### src/rtl/bp_pkg.sv
// Shared definitions for the branch target buffer: operating modes and
// width-generic saturating counter helpers.
package bp_pkg;

  typedef enum logic {
    BP_BIMODAL = 1'b0,
    BP_GSHARE  = 1'b1
  } bp_mode_e;

  localparam int STAT_W    = 16;
  localparam int CTR_MAX_W = 3;

  typedef logic [CTR_MAX_W-1:0] ctr_t;

  function automatic ctr_t ctrMax(input int w);
    return ctr_t'((1 << w) - 1);
  endfunction

  function automatic ctr_t satInc(input ctr_t c, input int w);
    return (c == ctrMax(w)) ? c : c + ctr_t'(1);
  endfunction

  function automatic ctr_t satDec(input ctr_t c);
    return (c == ctr_t'(0)) ? c : c - ctr_t'(1);
  endfunction

  function automatic ctr_t weaklyTaken(input int w);
    return ctr_t'(1 << (w - 1));
  endfunction

  function automatic ctr_t weaklyNotTaken(input int w);
    return ctr_t'((1 << (w - 1)) - 1);
  endfunction

endpackage

### src/rtl/bp_sat_ctr.sv
// Event counter that sticks at all-ones instead of wrapping.
module bp_sat_ctr
  import bp_pkg::*;
#(
  parameter int W = STAT_W
) (
  input  logic         clk,
  input  logic         reset,
  input  logic         inc_i,
  output logic [W-1:0] count_o
);

  logic [W-1:0] count_q, count_d;

  always_comb begin
    count_d = count_q;
    if (inc_i && (count_q != '1)) count_d = count_q + W'(1);
  end

  always_ff @(posedge clk) begin
    if (!reset) count_q <= '0;
    else        count_q <= count_d;
  end

  assign count_o = count_q;

endmodule

### src/rtl/branch_predictor_btb.sv
// Direct-mapped BTB with saturating direction counters, optional gshare
// indexing, registered mispredict redirect and lookup/mispredict statistics.
module branch_predictor_btb
  import bp_pkg::*;
#(
  parameter int ADDR_W  = 5,
  parameter int ENTRIES = 16,
  parameter int CTR_W   = 2,
  parameter int HIST_W  = 0
) (
  input  logic                       clk,
  input  logic                       reset,
  input  logic                       lk_valid,
  input  logic [ADDR_W-1:0]          lk_pc,
  output logic                       pred_hit,
  output logic                       pred_taken,
  output logic [ADDR_W-1:0]          pred_target,
  output logic [$clog2(ENTRIES)-1:0] pred_idx,
  input  logic                       up_valid,
  input  logic [ADDR_W-1:0]          up_pc,
  input  logic [$clog2(ENTRIES)-1:0] up_idx,
  input  logic                       up_taken,
  input  logic [ADDR_W-1:0]          up_target,
  input  logic                       up_pred_taken,
  input  logic [ADDR_W-1:0]          up_pred_target,
  output logic                       redirect,
  output logic [ADDR_W-1:0]          redirect_pc,
  output logic [STAT_W-1:0]          stat_lookups,
  output logic [STAT_W-1:0]          stat_mispred
);

  localparam int IDX_W = $clog2(ENTRIES);
  localparam int TAG_W = ADDR_W - IDX_W;
  localparam int GHR_W = (HIST_W > 0) ? HIST_W : 1;
  localparam bp_mode_e MODE = (HIST_W > 0) ? BP_GSHARE : BP_BIMODAL;

  logic              valid_q  [ENTRIES];
  logic [TAG_W-1:0]  tag_q    [ENTRIES];
  logic [ADDR_W-1:0] target_q [ENTRIES];
  logic [CTR_W-1:0]  ctr_q    [ENTRIES];

  logic [GHR_W-1:0]  ghr_q, ghr_d;
  logic              redirect_q, redirect_d;
  logic [ADDR_W-1:0] redirectPc_q, redirectPc_d;

  logic [IDX_W-1:0]  lkIdx;
  logic [TAG_W-1:0]  lkTag, upTag;
  logic              upHit, mispredict;
  logic [CTR_W-1:0]  ctrInc, ctrDec;

  // Lookup reads only registered state, so a same-cycle update is invisible here.
  always_comb begin
    lkIdx       = lk_pc[IDX_W-1:0] ^ IDX_W'(ghr_q);
    lkTag       = lk_pc[ADDR_W-1:IDX_W];
    pred_hit    = valid_q[lkIdx] && (tag_q[lkIdx] == lkTag);
    pred_taken  = pred_hit && ctr_q[lkIdx][CTR_W-1];
    pred_target = pred_taken ? target_q[lkIdx] : lk_pc + ADDR_W'(1);
    pred_idx    = lkIdx;
  end

  always_comb begin
    upTag      = up_pc[ADDR_W-1:IDX_W];
    upHit      = valid_q[up_idx] && (tag_q[up_idx] == upTag);
    mispredict = up_valid && ((up_pred_taken != up_taken) ||
                              (up_taken && (up_pred_target != up_target)));
    ctrInc     = CTR_W'(satInc(ctr_t'(ctr_q[up_idx]), CTR_W));
    ctrDec     = CTR_W'(satDec(ctr_t'(ctr_q[up_idx])));
  end

  always_ff @(posedge clk) begin
    if (!reset) begin
      for (int i = 0; i < ENTRIES; i++) begin
        valid_q[i] <= 1'b0;
        ctr_q[i]   <= CTR_W'(weaklyNotTaken(CTR_W));
      end
    end else if (up_valid) begin
      if (upHit) begin
        ctr_q[up_idx] <= up_taken ? ctrInc : ctrDec;
      end else if (up_taken) begin
        valid_q[up_idx] <= 1'b1;
        ctr_q[up_idx]   <= CTR_W'(weaklyTaken(CTR_W));
      end
    end
  end

  // Tags and targets carry no reset; the cleared valid bits hide them.
  always_ff @(posedge clk) begin
    if (reset && up_valid && up_taken) begin
      target_q[up_idx] <= up_target;
      if (!upHit) tag_q[up_idx] <= upTag;
    end
  end

  always_comb begin
    ghr_d        = ghr_q;
    redirect_d   = mispredict;
    redirectPc_d = redirectPc_q;
    if (up_valid && (MODE == BP_GSHARE)) ghr_d = GHR_W'({ghr_q, up_taken});
    if (mispredict) redirectPc_d = up_taken ? up_target : up_pc + ADDR_W'(1);
  end

  always_ff @(posedge clk) begin
    if (!reset) begin
      ghr_q        <= '0;
      redirect_q   <= 1'b0;
      redirectPc_q <= '0;
    end else begin
      ghr_q        <= ghr_d;
      redirect_q   <= redirect_d;
      redirectPc_q <= redirectPc_d;
    end
  end

  assign redirect    = redirect_q;
  assign redirect_pc = redirectPc_q;

  bp_sat_ctr #(.W(STAT_W)) lookupCtr (
    .clk     (clk),
    .reset   (reset),
    .inc_i   (lk_valid),
    .count_o (stat_lookups)
  );

  bp_sat_ctr #(.W(STAT_W)) mispredCtr (
    .clk     (clk),
    .reset   (reset),
    .inc_i   (mispredict),
    .count_o (stat_mispred)
  );

endmodule
### config.mk
export PLATFORM = sky130hd
export DESIGN_NAME = branch_predictor_btb
export DESIGN_NICKNAME = d
export VERILOG_FILES = /design/src/rtl/bp_pkg.sv /design/src/rtl/bp_sat_ctr.sv /design/src/rtl/branch_predictor_btb.sv
export SDC_FILE = /design/constraint.sdc
export NUM_CORES = 1
export LEC_CHECK = 0
export CAP_MARGIN = 20
export CORE_ASPECT_RATIO = 0.5
export CORE_MARGIN = 2
export CORE_UTILIZATION = 25
export CTS_CLUSTER_DIAMETER = 30
export DETAILED_ROUTE_END_ITERATION = 10
export PLACE_DENSITY_LB_ADDON = 0.25
export REMOVE_ABC_BUFFERS = 1
export SLEW_MARGIN = 20
export SYNTH_ARGS = -nofsm -noshare
export SYNTH_HDL_FRONTEND = slang
export SYNTH_SLANG_ARGS = --single-unit
### constraint.sdc
create_clock -name clk -period 3.6 [get_ports clk]
set_input_delay 0.36 -clock clk [delete_from_list [all_inputs] [get_ports clk]]
set_output_delay 0.36 -clock clk [all_outputs]
set_load 0.005 [all_outputs]
==> out/qor.yml <==
run_status:
  status: "completed"
setup_path:
  start_kind: "flop"
  endpoint_kind: "output pin"
  regToRegSetupSlack_ns: 1.03
  required_ns: 3.24
  worstSetupPathType: "reg -> out"
  worst_path_max_delay_cell: "mux4_2"
  critPathMaxStageDelay_ns: 0.49
  arrival_ns: 3.09
  worst-path-max-fanout: 6
  crit_family: "multiplexers"
  cp.buffers_inverters: 2
  crit_chain: "mux4_2, mux2_2, o221ai_4, xor2_1, nand3_1, buf_12, mux2_2, clkdlybuf4s50_1"
  crit_top_cell: "mux2_2"
finish:
  ff_latch_area_um2: 4920
  fin_nets: 785
  drive_gt1_share_pct: 18.3
  post-route-util_pct: 31.7
  syn_to_final_growth_pct: 23.8
  diodes: 0
  fillers: 3367
  multi_input_area_um2: 3390
routing:
  ant_nets: 0
  drc_errors: 0
  drt-wirelength-per-cell_um: 18.4
  num_vias: 5674
  drtPass1Iterations: 5
  drtIter0Drc: 462
  routed_via_density: 4.71
  drt_wl_total_mm: 22.2
logic_synthesis:
  synthTopCellsByArea: "edfxtp_1 45%, dfxtp_1 13%, mux4_2 12%"
  ys_seq_area_share_pct: 57.5
  synth-simple-area-share_pct: 13.9
  synth_edf_count: 128
  synth_commonest_cells: "128 x edfxtp_1, 71 x nor2_1, 54 x dfxtp_1, 52 x nand2_1, 44 x mux4_2"
  syn-cell-area_um2: 8560
  yosysMostFrequentCell: "edfxtp_1"
  synth_cells: 661
  ys.flop_type: "edfxtp_1"
  ys_ff_latch: 182
  yosys.area_share.adder_pct: 0.702
  synthMuxAreaShare_pct: 14.9
  synth_compound_area_share_pct: 5.73
  synth_xor_area_share_pct: 4.09
  synth_cell_type_count: 49
  postSynthAreaPerCell_um2: 13.0
  synth_area_leader_cell: "edfxtp_1"
  yosys_warnings: 0
  async_reset_ff_share_pct: 0
  synth_top_area_share_pct: 44.9
  synth_top_family_by_area: "multiplexers"
global_route:
  gr-total-overflow: 0
  gr-usage-all-layers_pct: 12.7
  grt_pass1_wl_mm: 34.0
  grt_pass1_vias: 5721
  grt_max_degree: 38
  grt_antenna_before_repair: 0
timing:
  setup_viol: 0
  final.min_clock_period_ns: 3.45
  layout_setup_ws_ns: 0.148
  setup_tns_ns: 0
  fin_crit_sh_pct: 95.9
  timing.fmax_mhz: 290
  worstMarginPinSlew_ns: 1.09
  slew_headroom_pct: 26.8
  grt_setup_unrepaired: "false"
  hold_viol_final: 0
  finClkSkew_ns: 0.0110
  maxSlewViolCount: 0
cts:
  cts_buffer_depth: 2
  htree_levels: 4
  cts_root_buf: "clkbuf_16"
  clk_pin_slew_worst_paths_ns: 0.07
  postCtsHoldBufs: 0
  numCtsBuffers: 17
  cts_tree: "built"
  clk_latency_ns: 0.44
  cts_sinks: 182
floorplan:
  rows: 47
  ios: 79
  initial_core_util_pct: 25.6
  core-area_um2: 33400
  die-width_um: 266
  die_area_um2: 35800
  die_y_um: 135
place:
  io_buffers: 78
  gp_congestion: 0.812
  pre_cts_slack_ns: 0.119
  hpwl_mm: 16.2
min_path:
  min_path_type: "reg -> reg"
power:
  peakVddDrop_mv: 0.324
  power.density_nw_per_um2: 427
  leakage_uw: 0.00353
run:
  drv_cap: 0
report_power, final:
| group | total [µW] | switching (µW) | internal (µW) |
|---|---|---|---|
| Combinational | 426 | 232 | 193 |
| Sequential | 2280 | 17.5 | 2260 |
| Clock | 1820 | 850 | 971 |
flip-flops by register name (all words and copies together), names as in the netlist:
register            cells
lookupCtr.count_o      16
valid_q                16
target_q               80
mispredCtr.count_o     16
redirect_pc             5
redirect                1
ctr_q                  32
tag_q                  16
metrics by stage:
step	instances	power, µW	instance area [µm²]	hold WS [ns]
2_1_floorplan	613	2510	8310	0.438
3_3_place_gp	1172	2750	10000	0.451
3_5_place_dp	1172	2750	10000	0.451
4_1_cts	1204	4570	10600	0.461
5_1_grt	1205	4700	10600	0.482
6_report	1205	4530	10600	0.457
final timing paths:
path / startpoint / end / depth (start not counted)
setup reg to reg: ctr_q[11][1] / ctr_q[5][1] / 6
hold / removal: redirect_pc[3] / redirect_pc[3] / 2
hold reg to reg: redirect_pc[3] / redirect_pc[3] / 2
setup / recovery: tag_q[5] / pred_target[1] / 8
timing repair:
| item | 4_1_cts | 5_1_grt |
|---|---|---|
| buffers inserted | 0 | 1 |
| gates resized for setup | 0 | 4 |
| setup endpoints to repair | 0 | 5 |
worst register-to-register path, delay by kind of cell, from the launching register on:
kind,cells,cell delay (ns)
muxes,1,0.51
DFF,1,0.40
AOI/OAI and AO/OA,2,0.39
and+or+nand+nor,3,0.98
placed cells by master (no fill, tap or decap), types with 8 or more instances in the layout:
cell             netlist  routed
mux4_2                44      44
nand2_1               52      52
xor2_1                17      17
clkdlybuf4s50_1        0      76
nor2b_1                8       8
dfxtp_1               54      54
nor3_2                10      10
buf_4                  6      36
a21oi_1               10      10
xnor2_1               23      23
clkbuf_16              0      17
nor3_1                11      11
nor2_1                71      71
mux2i_1               23      22
nand4_1               13      13
nor4_1                 8       8
o21ai_0               20      20
nand3_1               40      40
edfxtp_1             128     128
a21o_1                16      16
cell families (layout without fill, tap and decap cells):
kind of cell / after synthesis / in the layout
xor+xnor: 40 / 40
mux: 72 / 72
compound gates: 70 / 70
buf+inv: 52 / 155
flops: 182 / 182
fa+ha+maj: 5 / 5
simple gates: 240 / 240
cell type report:
type,count,area share [%]
clock inverter,15,1.35
timing repair buffer,119,10.8
inverter,4,0.142
multi-input combinational,427,32.0
tap,441,5.20
sequential,182,46.5
clock buffer,17,4.01
per-layer routing:
layer | vias up | share of wire [%] | track usage, %
met1 | 2847 | 47 | 17.1
met4 | 0 | 1.2 | 3.00
met2 | 124 | 47 | 20.1
li1 | 2687 | - | -
met5 | - | 0 | 0
met3 | 16 | 5.2 | 3.70
Power figures use the tool's default switching activity.
